`config.mk`:
```
export PLATFORM = sky130hd
export DESIGN_NAME = avr_irq_ctrl
export DESIGN_NICKNAME = d
export VERILOG_FILES = /design/src/rtl/avr_irq_ctrl_pkg.sv /design/src/rtl/avr_irq_ctrl_prio_enc.sv /design/src/rtl/avr_irq_ctrl.sv
export SDC_FILE = /design/constraint.sdc
export NUM_CORES = 1
export LEC_CHECK = 0
export CORE_ASPECT_RATIO = 0.8
export CORE_MARGIN = 2
export CORE_UTILIZATION = 30
export CTS_BUF_LIST = sky130_fd_sc_hd__clkbuf_4
export CTS_CLUSTER_SIZE = 28
export DETAILED_ROUTE_END_ITERATION = 10
export PLACE_DENSITY_LB_ADDON = 0.25
export SLEW_MARGIN = 20
export SYNTH_ARGS = -nofsm -noshare
export SYNTH_HDL_FRONTEND = slang
export SYNTH_SLANG_ARGS = --single-unit
```
`constraint.sdc`:
```
create_clock -name clk -period 1.4 [get_ports clk]
set_input_delay 0.21 -clock clk [delete_from_list [all_inputs] [get_ports clk]]
set_output_delay 0.21 -clock clk [all_outputs]
set_load 0.03 [all_outputs]
```
`src/rtl/avr_irq_ctrl_pkg.sv`:
```
// Shared constants for the AVR interrupt controller: register offsets, FSM states, GIE bit.
package avr_irq_pkg;

  localparam logic [1:0] IMSK_A  = 2'd0;
  localparam logic [1:0] IPEND_A = 2'd1;
  localparam logic [1:0] IVEC_A  = 2'd2;
  localparam logic [1:0] ICTL_A  = 2'd3;

  localparam int unsigned GIE_BIT = 7;

  typedef enum logic [1:0] {
    S_IDLE = 2'd0,
    S_REQ  = 2'd1,
    S_GAP  = 2'd2
  } state_e;

endpackage

```
`src/rtl/avr_irq_ctrl_prio_enc.sv`:
```
// Lowest-index-wins priority encoder: eligible vector -> {any, vector index}.
module avr_irq_prio_enc #(
  parameter int unsigned NIRQ = 8,
  parameter int unsigned VW   = (NIRQ > 1) ? $clog2(NIRQ) : 1
) (
  input  logic [NIRQ-1:0] act,
  output logic            any,
  output logic [VW-1:0]   vec
);

  logic found;

  always_comb begin
    any   = |act;
    vec   = '0;
    found = 1'b0;
    for (int unsigned i = 0; i < NIRQ; i++) begin
      if (act[i] && !found) begin
        vec   = VW'(i);
        found = 1'b1;
      end
    end
  end

endmodule

```
`src/rtl/avr_irq_ctrl.sv`:
```
// AVR interrupt controller: pending/mask registers, prioritised vectored req/ack to the core.
// Optional per-line edge detection is enabled by defining AVR_IRQ_EDGE_EN.
module avr_irq_ctrl
  import avr_irq_pkg::*;
#(
  parameter int unsigned NIRQ = 8,
  parameter int unsigned VW   = (NIRQ > 1) ? $clog2(NIRQ) : 1
) (
  input  logic            clk,
  input  logic            rst,
  input  logic            io_re,
  input  logic            io_we,
  input  logic [1:0]      io_a,
  input  logic [7:0]      io_di,
  output logic [7:0]      io_do,
  input  logic [NIRQ-1:0] irq_in,
  output logic            irq_req,
  output logic [VW-1:0]   irq_vec,
  input  logic            irq_ack
);

  state_e          state_q, state_d;
  logic [NIRQ-1:0] irq_s_q, irq_s_d;
  logic [NIRQ-1:0] imsk_q, imsk_d;
  logic [NIRQ-1:0] ipend_q, ipend_d;
  logic            gie_q, gie_d;
  logic [VW-1:0]   vec_q, vec_d;

  logic [NIRQ-1:0] act;
  logic [NIRQ-1:0] set_v;
  logic [NIRQ-1:0] clr_v;
  logic            any;
  logic [VW-1:0]   win;
  logic            ack_hit;

`ifdef AVR_IRQ_EDGE_EN
  logic [NIRQ-1:0] irq_s_dly_q, irq_s_dly_d;
  logic [6:0]      edge_q, edge_d;
  logic [7:0]      edge_ext;
`endif

  assign act     = ipend_q & imsk_q & {NIRQ{gie_q}};
  assign ack_hit = (state_q == S_REQ) && irq_ack;

  avr_irq_prio_enc #(
    .NIRQ (NIRQ),
    .VW   (VW)
  ) u_prio (
    .act (act),
    .any (any),
    .vec (win)
  );

  always_comb begin
    irq_s_d = irq_in;
    imsk_d  = imsk_q;
    gie_d   = gie_q;
    clr_v   = '0;
`ifdef AVR_IRQ_EDGE_EN
    irq_s_dly_d = irq_s_q;
    edge_d      = edge_q;
    // line 7 has no EDGE bit, so the extended mask keeps it level
    edge_ext    = {1'b0, edge_q};
    for (int unsigned i = 0; i < NIRQ; i++) begin
      set_v[i] = edge_ext[i] ? (irq_s_q[i] & ~irq_s_dly_q[i]) : irq_s_q[i];
    end
`else
    set_v = irq_s_q;
`endif

    if (io_we && io_a == IMSK_A)
      imsk_d = io_di[NIRQ-1:0];
    if (io_we && io_a == IPEND_A)
      clr_v = io_di[NIRQ-1:0];
    if (io_we && io_a == ICTL_A) begin
      gie_d = io_di[GIE_BIT];
`ifdef AVR_IRQ_EDGE_EN
      for (int unsigned i = 0; i < 7; i++)
        edge_d[i] = (i < NIRQ) ? io_di[i] : 1'b0;
`endif
    end
    if (ack_hit)
      clr_v[vec_q] = 1'b1;

    // set is OR'd in after the clear so a same-cycle request survives
    ipend_d = (ipend_q & ~clr_v) | set_v;
  end

  always_comb begin
    state_d = state_q;
    vec_d   = vec_q;
    case (state_q)
      S_IDLE: begin
        if (any) begin
          state_d = S_REQ;
          vec_d   = win;
        end
      end
      S_REQ: begin
        if (irq_ack)
          state_d = S_GAP;
        else if (!act[vec_q])
          state_d = S_IDLE;
      end
      S_GAP:   state_d = S_IDLE;
      default: state_d = S_IDLE;
    endcase
  end

  always_ff @(posedge clk or posedge rst) begin
    if (rst) begin
      state_q <= S_IDLE;
      irq_s_q <= '0;
      imsk_q  <= '0;
      ipend_q <= '0;
      gie_q   <= 1'b0;
      vec_q   <= '0;
    end else begin
      state_q <= state_d;
      irq_s_q <= irq_s_d;
      imsk_q  <= imsk_d;
      ipend_q <= ipend_d;
      gie_q   <= gie_d;
      vec_q   <= vec_d;
    end
  end

`ifdef AVR_IRQ_EDGE_EN
  always_ff @(posedge clk or posedge rst) begin
    if (rst) begin
      irq_s_dly_q <= '0;
      edge_q      <= '0;
    end else begin
      irq_s_dly_q <= irq_s_dly_d;
      edge_q      <= edge_d;
    end
  end
`endif

  assign irq_req = (state_q == S_REQ);
  assign irq_vec = vec_q;

  always_comb begin
    io_do = '0;
    if (io_re) begin
      case (io_a)
        IMSK_A:  io_do[NIRQ-1:0] = imsk_q;
        IPEND_A: io_do[NIRQ-1:0] = ipend_q;
        IVEC_A: begin
          io_do[VW-1:0]    = vec_q;
          io_do[GIE_BIT]   = gie_q;
        end
        default: begin
          io_do[GIE_BIT] = gie_q;
`ifdef AVR_IRQ_EDGE_EN
          io_do[6:0]     = edge_q;
`endif
        end
      endcase
    end
  end

endmodule

```
======== Yosys cells after proc, flatten, opt, wreduce, memory -nomap -nowiden ========
Index checks and enable logic that the tools add are counted.
operators by class
  reduce and logical (&&, ||, !) cells .... 24
  multiplexer cells ....................... 28
  equal/unequal tests ..................... 6
  bitwise logic cells ..................... 6
  magnitude comparators ................... 2
operators by type and width
  cell                                                         number
  AND 8 bit                                                    3
  2-to-1 mux 8 bit                                             3
  bitwise OR 8 bit                                             2
  logical AND 1 bit                                            12
  2-to-1 mux 3 bit                                             4
  2-to-1 mux 1 bit                                             10
  2-to-1 mux 2 bit                                             5
  case mux 3 bit (3 select lines)                              1
  NOT 8 bit                                                    1
  case mux 4 bit (2 select lines)                              1
  OR reduction 8 bit                                           1
  zero test 1 bit                                              7
  == test 2 x 1 -> 1 bit (second input constant)               2
  == test 2 bit (second input constant)                        2
  zero test 2 bit                                              2
  less-than comparator 3 x 4 -> 1 bit (second input constant)  1
  case mux 2 bit (2 select lines)                              1
  AND reduction 2 bit                                          2
  binary-select mux 1 bit (select 3 bit)                       1
  demux 1 bit (select 3 bit)                                   1
  >= comparator 3 x 1 -> 1 bit (second input constant)         1
  != test 3 bit (second input constant)                        1
  != test 2 bit (second input constant)                        1
  case mux 1 bit (2 select lines)                              1
word-level totals
  flip-flop bits (word level) ............. 30
  output and inout bits ................... 12
  word-level logic and storage cells ...... 72
  bits of input ports ..................... 23

======== Longest topological paths before layout ========
Gate-level depths: netlist of the first run.
  depth after elaboration ................. 24
  gate-level depth with buffers ........... 5

======== Hierarchy ========
A second synthesis of the first run with hierarchy kept.
unflattened totals
  cells, all modules ...................... 149
  area, all modules ....................... 1,551.5 µm²
modules (own cells, without submodules)
  module            area each (µm²)  cells each  instances  sequential area each (µm²)
  avr_irq_ctrl      1,470.2          136         1          750.7
  avr_irq_prio_enc  81.3             13          1          0.0

======== Worst setup path after synthesis of the first run ========
Ideal clock, no wire load.
  kind .................................... flip-flop to output port
  start point ............................. register vec_q[2], in the netlist irq_vec[2]
  end point ............................... output port io_do[2]
  data required time ...................... 1.190 ns
  path buffers ............................ 1
  stages on the path, launching flop included .. 4
  arrival time ............................ 1.229 ns
  setup slack ............................. -0.039 ns
  path through ............................ dfrtp_1 buf_2 a21oi_1 nor2b_1
on the way
  longest elaborated chain between the ends .. 2
RTL lines
  what                             RTL line             source
  from (decl)                      avr_irq_ctrl.sv:27   logic [VW-1:0] vec_q, vec_d;
  from (signal assigned)           avr_irq_ctrl.sv:124  vec_q <= vec_d;
  case mux 3 bit (3 select lines)  avr_irq_ctrl.sv:146  case (io_a)
  2-to-1 mux 8 bit                 avr_irq_ctrl.sv:145  if (io_re) begin
  to (decl)                        avr_irq_ctrl.sv:15   output logic [7:0] io_do,
Every way passes these cells.

======== Worst setup path in the final report of the first run ========
  start point ............................. register vec_q[1], in the netlist irq_vec[1]
  end point ............................... output port io_do[1]
Same word-level chain as after synthesis.

==> impl_metrics.env, run 1 <==
export IMPL_finalCoreUtilization_pct=43.6
export IMPL_finalSetupViolCount=5
export IMPL_finish_instance_area_um2=2170
export IMPL_clock_period_minus_worst_slack_ns=1.46
export IMPL_clock_sink_count=30
export IMPL_synth_enable_flop_cells=0
export IMPL_max_cap_violations=0
export IMPL_power_frac_clock_pct=16.1
export IMPL_vdd_drop_max_mv=0.964
export IMPL_tritoncts="built"
export IMPL_clock_root_buffer="sky130_fd_sc_hd__clkbuf_4"
export IMPL_tightest_slew_ns=0.401
export IMPL_clk_insertion_delay_late_ns=0.32
export IMPL_clock_skew_final_ns=0.00472
export IMPL_synth_net_count=174
export IMPL_list_of_cells_traversed_by_the_critical_path="buf_6, nand2_1, o21ai_1, and2_1, buf_6"
export IMPL_cell_internal_pwr_uw=1900
export IMPL_final_antenna_net_count=0
export IMPL_grt_first_pass_wirelength_um=6470
export IMPL_dr_wl_cell_um=14.4
export IMPL_powerDensity_nw_per_um2=1430
export IMPL_critical_path_top_delay_family="flip-flops"
export IMPL_global_route_usage_total_pct=14.5
export IMPL_drive_gt1_share_pct=36.1
export IMPL_crit_fanout=2
export IMPL_rsz0062_at_grt="yes"
export IMPL_numCtsBuffers=5
export IMPL_max_freq_mhz=683
export IMPL_async_reset_ff_share_pct=100
export IMPL_nNetsFinal=230
export IMPL_pin_count_of_the_biggest_net_entering_global_routing=31
export IMPL_synth_seq_cells=30
export IMPL_power_frac_comb_pct=44.1
export IMPL_detailedRoute_firstPassIterationCount=4
export IMPL_critPathLaunchType="flop"
export IMPL_power_share_sequential_pct=39.9
export IMPL_dieArea_um2=5720
export IMPL_crit_path_max_incr_delay_ns=0.45
export IMPL_cp_data_required_time_ns=1.19
export IMPL_critical_path_arrival_ns=1.25
export IMPL_critPathKind="reg2out"
export IMPL_setup_ws_ns=-0.0646
export IMPL_max_slew_margin_pct=73.2
export IMPL_areaGrowthSynthToFinish_pct=41.1
export IMPL_setup_worst_path_end_class="primary output"
export IMPL_clockBufferDepth=2
export IMPL_timing_final_crit_share_pct=105
export IMPL_yosysMostFrequentCell="sky130_fd_sc_hd__dfrtp_1"
export IMPL_place_congestion=0.904
export IMPL_detail_route_wirelength_um=3880
export IMPL_tns_ns=-0.226
export IMPL_antenna_violations_before_repair=0
export IMPL_syn_inst=151
export IMPL_cp_slowest_cell="sky130_fd_sc_hd__dfrtp_2"
export IMPL_worst_setup_hold_path_clk_slew_ns=0.09
export IMPL_top_level_ports=35
export IMPL_dr_total_vias=1335
export IMPL_result_of_the_run="finished, violations left"
export IMPL_initial_core_utilization_pct=30.9
export IMPL_synth_cell_area_um2=1540
export IMPL_fill_cell_instance_count_of_the_final_layout=487
export IMPL_grt_overflow=0
export IMPL_post_synth_most_frequent_cells="30 x sky130_fd_sc_hd__dfrtp_1, 26 x sky130_fd_sc_hd__nand2_1, 9 x sky130_fd_sc_hd__mux2_2, 9 x sky130_fd_sc_hd__nand3_1"
export IMPL_first_iter_violations=99
export IMPL_num_antenna_cells=0
export IMPL_synth_cell_type_count=36
export IMPL_dpl_hpwl_um=2880
export IMPL_yosys_area_top_type_share_pct=48.8
export IMPL_core_rowCount=23
export IMPL_total_leakage_power_uw=0.000937
export IMPL_report_final_slew_viol_count=0
export IMPL_timing_critical_path_buf_inv=2
export IMPL_die_h_um=68.1
export IMPL_synthDominantAreaCellType="sky130_fd_sc_hd__dfrtp_1"
export IMPL_crit_path_frequent_cell="sky130_fd_sc_hd__buf_6"
export IMPL_hold_viol=0
export IMPL_ys_dominant_reg_cell="sky130_fd_sc_hd__dfrtp_1"
export IMPL_number_of_global_route_vias_before_repair=1394
export IMPL_vias_per_cell=4.94
export IMPL_synth_top_cells_by_area="sky130_fd_sc_hd__dfrtp_1 49%, sky130_fd_sc_hd__mux2_2 6.6%, sky130_fd_sc_hd__nand2_1 6.3%"
export IMPL_part_of_the_yosys_area_used_for_sequential_elements_pct=48.8
export IMPL_place_area_um2=1990
export IMPL_detailedPlace_worstSlack_ns=-0.305
export IMPL_count_of_unresolved_drc_violations_after_routing=0
export IMPL_worstHoldPathType="in2async"
export IMPL_syn_area_per_cell_um2=10.2
export IMPL_power_net_switching_uw=1220
export IMPL_count_of_h_tree_levels_built_during_cts=2
export IMPL_core_area_um2=4980
export IMPL_port_buffers=34
export IMPL_yosysWarnings=0
export IMPL_p_sw_share_pct=39.1
export IMPL_violations="negative setup slack"
export IMPL_die_x_um=84.1
per-stage QoR:
step,instances,hold WS (ns),total power [uW]
global route,270,0.306,3320
CTS,269,0.268,3090
detailed placement,254,0.437,2440
global placement,254,0.427,2420
floorplan,151,0.241,2010
finish,270,0.255,3120
state kept, by name, summed over array words and instances, names as in the netlist:
signal	flops
irq_s_q	8
ipend_q	8
imsk_q	8
gie_q	1
irq_vec	3
state_q	2
layer usage:
metal,track usage [%],vias to the layer above,share of wire (%)
li1,-,645,-
met1,20.0,647,50
met2,22.3,36,44
met3,3.62,7,5.1
met4,4.84,0,1.2
met5,0,-,0
worst min-delay path: cells and delay by family:
family | cells | cell delay, ns
buffers and inverters | 3 | 0.80
logic make-up (layout without fill, tap and decap cells):
group                  Yosys count  in the layout  synth area share [%]
buffers and inverters           11             68                  3.98
multiplexers                    17             17                  11.8
AO/OA/AOI/OAI                   32             32                  15.0
AND/OR/NAND/NOR                 61             61                  20.5
flip-flops                      30             30                  48.8
worst paths after layout:
path	from	endpoint	slack [ns]	cells after the start
setup / recovery	irq_vec[1]	io_do[1]	-0.06	5
hold / removal	rst	imsk_q[3]	0.26	3
setup reg to reg	irq_vec[1]	state_q[0]	-0.02	5
hold reg to reg	irq_s_q[2]	ipend_q[2]	0.45	1
max in group asynchronous	rst	irq_vec[1]	0.83	3
min in group clk	irq_in[3]	irq_s_q[3]	0.32	1
power groups by stage:
stage                     clock, uW  combinational (uW)  sequential [uW]
after floorplan                   0                 795             1220
after global placement            0                1150             1270
after detailed placement          0                1170             1270
after CTS                       522                1340             1230
after global routing            553                1500             1270
final                           500                1370             1240
repair_timing:
action	in CTS	in global routing
pin swaps	5	3
gates resized for setup	20	7
setup buffers	7	1
endpoints found under the setup margin	9	11
hold buffers	0	0
cells in the final DEF, fill, tap and decap left out, types with 4 or more instances in the layout:
cell type	instances
sky130_fd_sc_hd__nand3_1	9
sky130_fd_sc_hd__and2_1	5
sky130_fd_sc_hd__mux2i_1	8
sky130_fd_sc_hd__nand2_1	26
sky130_fd_sc_hd__nor2_1	7
sky130_fd_sc_hd__a31o_2	7
sky130_fd_sc_hd__o21ai_0	4
sky130_fd_sc_hd__clkbuf_4	6
sky130_fd_sc_hd__clkdlybuf4s50_1	20
sky130_fd_sc_hd__mux2_2	9
sky130_fd_sc_hd__dfrtp_2	5
sky130_fd_sc_hd__buf_4	25
sky130_fd_sc_hd__a21oi_1	5
sky130_fd_sc_hd__inv_1	4
sky130_fd_sc_hd__dfrtp_1	25
sky130_fd_sc_hd__buf_6	9
area by class of cell:
cell class	count	area (um2)	area share (%)
clock buffer	6	45.0	2.07
clock inverter	2	8.76	0.403
inverter	4	15.0	0.691
multi-input combinational	110	762	35.1
sequential	30	757	34.9
tap	62	77.6	3.57
timing repair buffer	56	507	23.3
No activity file was read; power rests on OpenSTA's default activity.
==> run 2, diff against run 1 <==
Settings changed: ABC_CLOCK_PERIOD_IN_PS set to 1400, CTS_CLUSTER_SIZE 28 to not set.
==> results of run 2 <==
The final DEF is identical to that of run 1; final timing and power are the same.
==> run 3, diff against run 2 <==
Settings changed: SLEW_MARGIN 20 to 15.
==> results of run 3 <==
The final DEF is identical to that of run 1; final timing and power are the same.
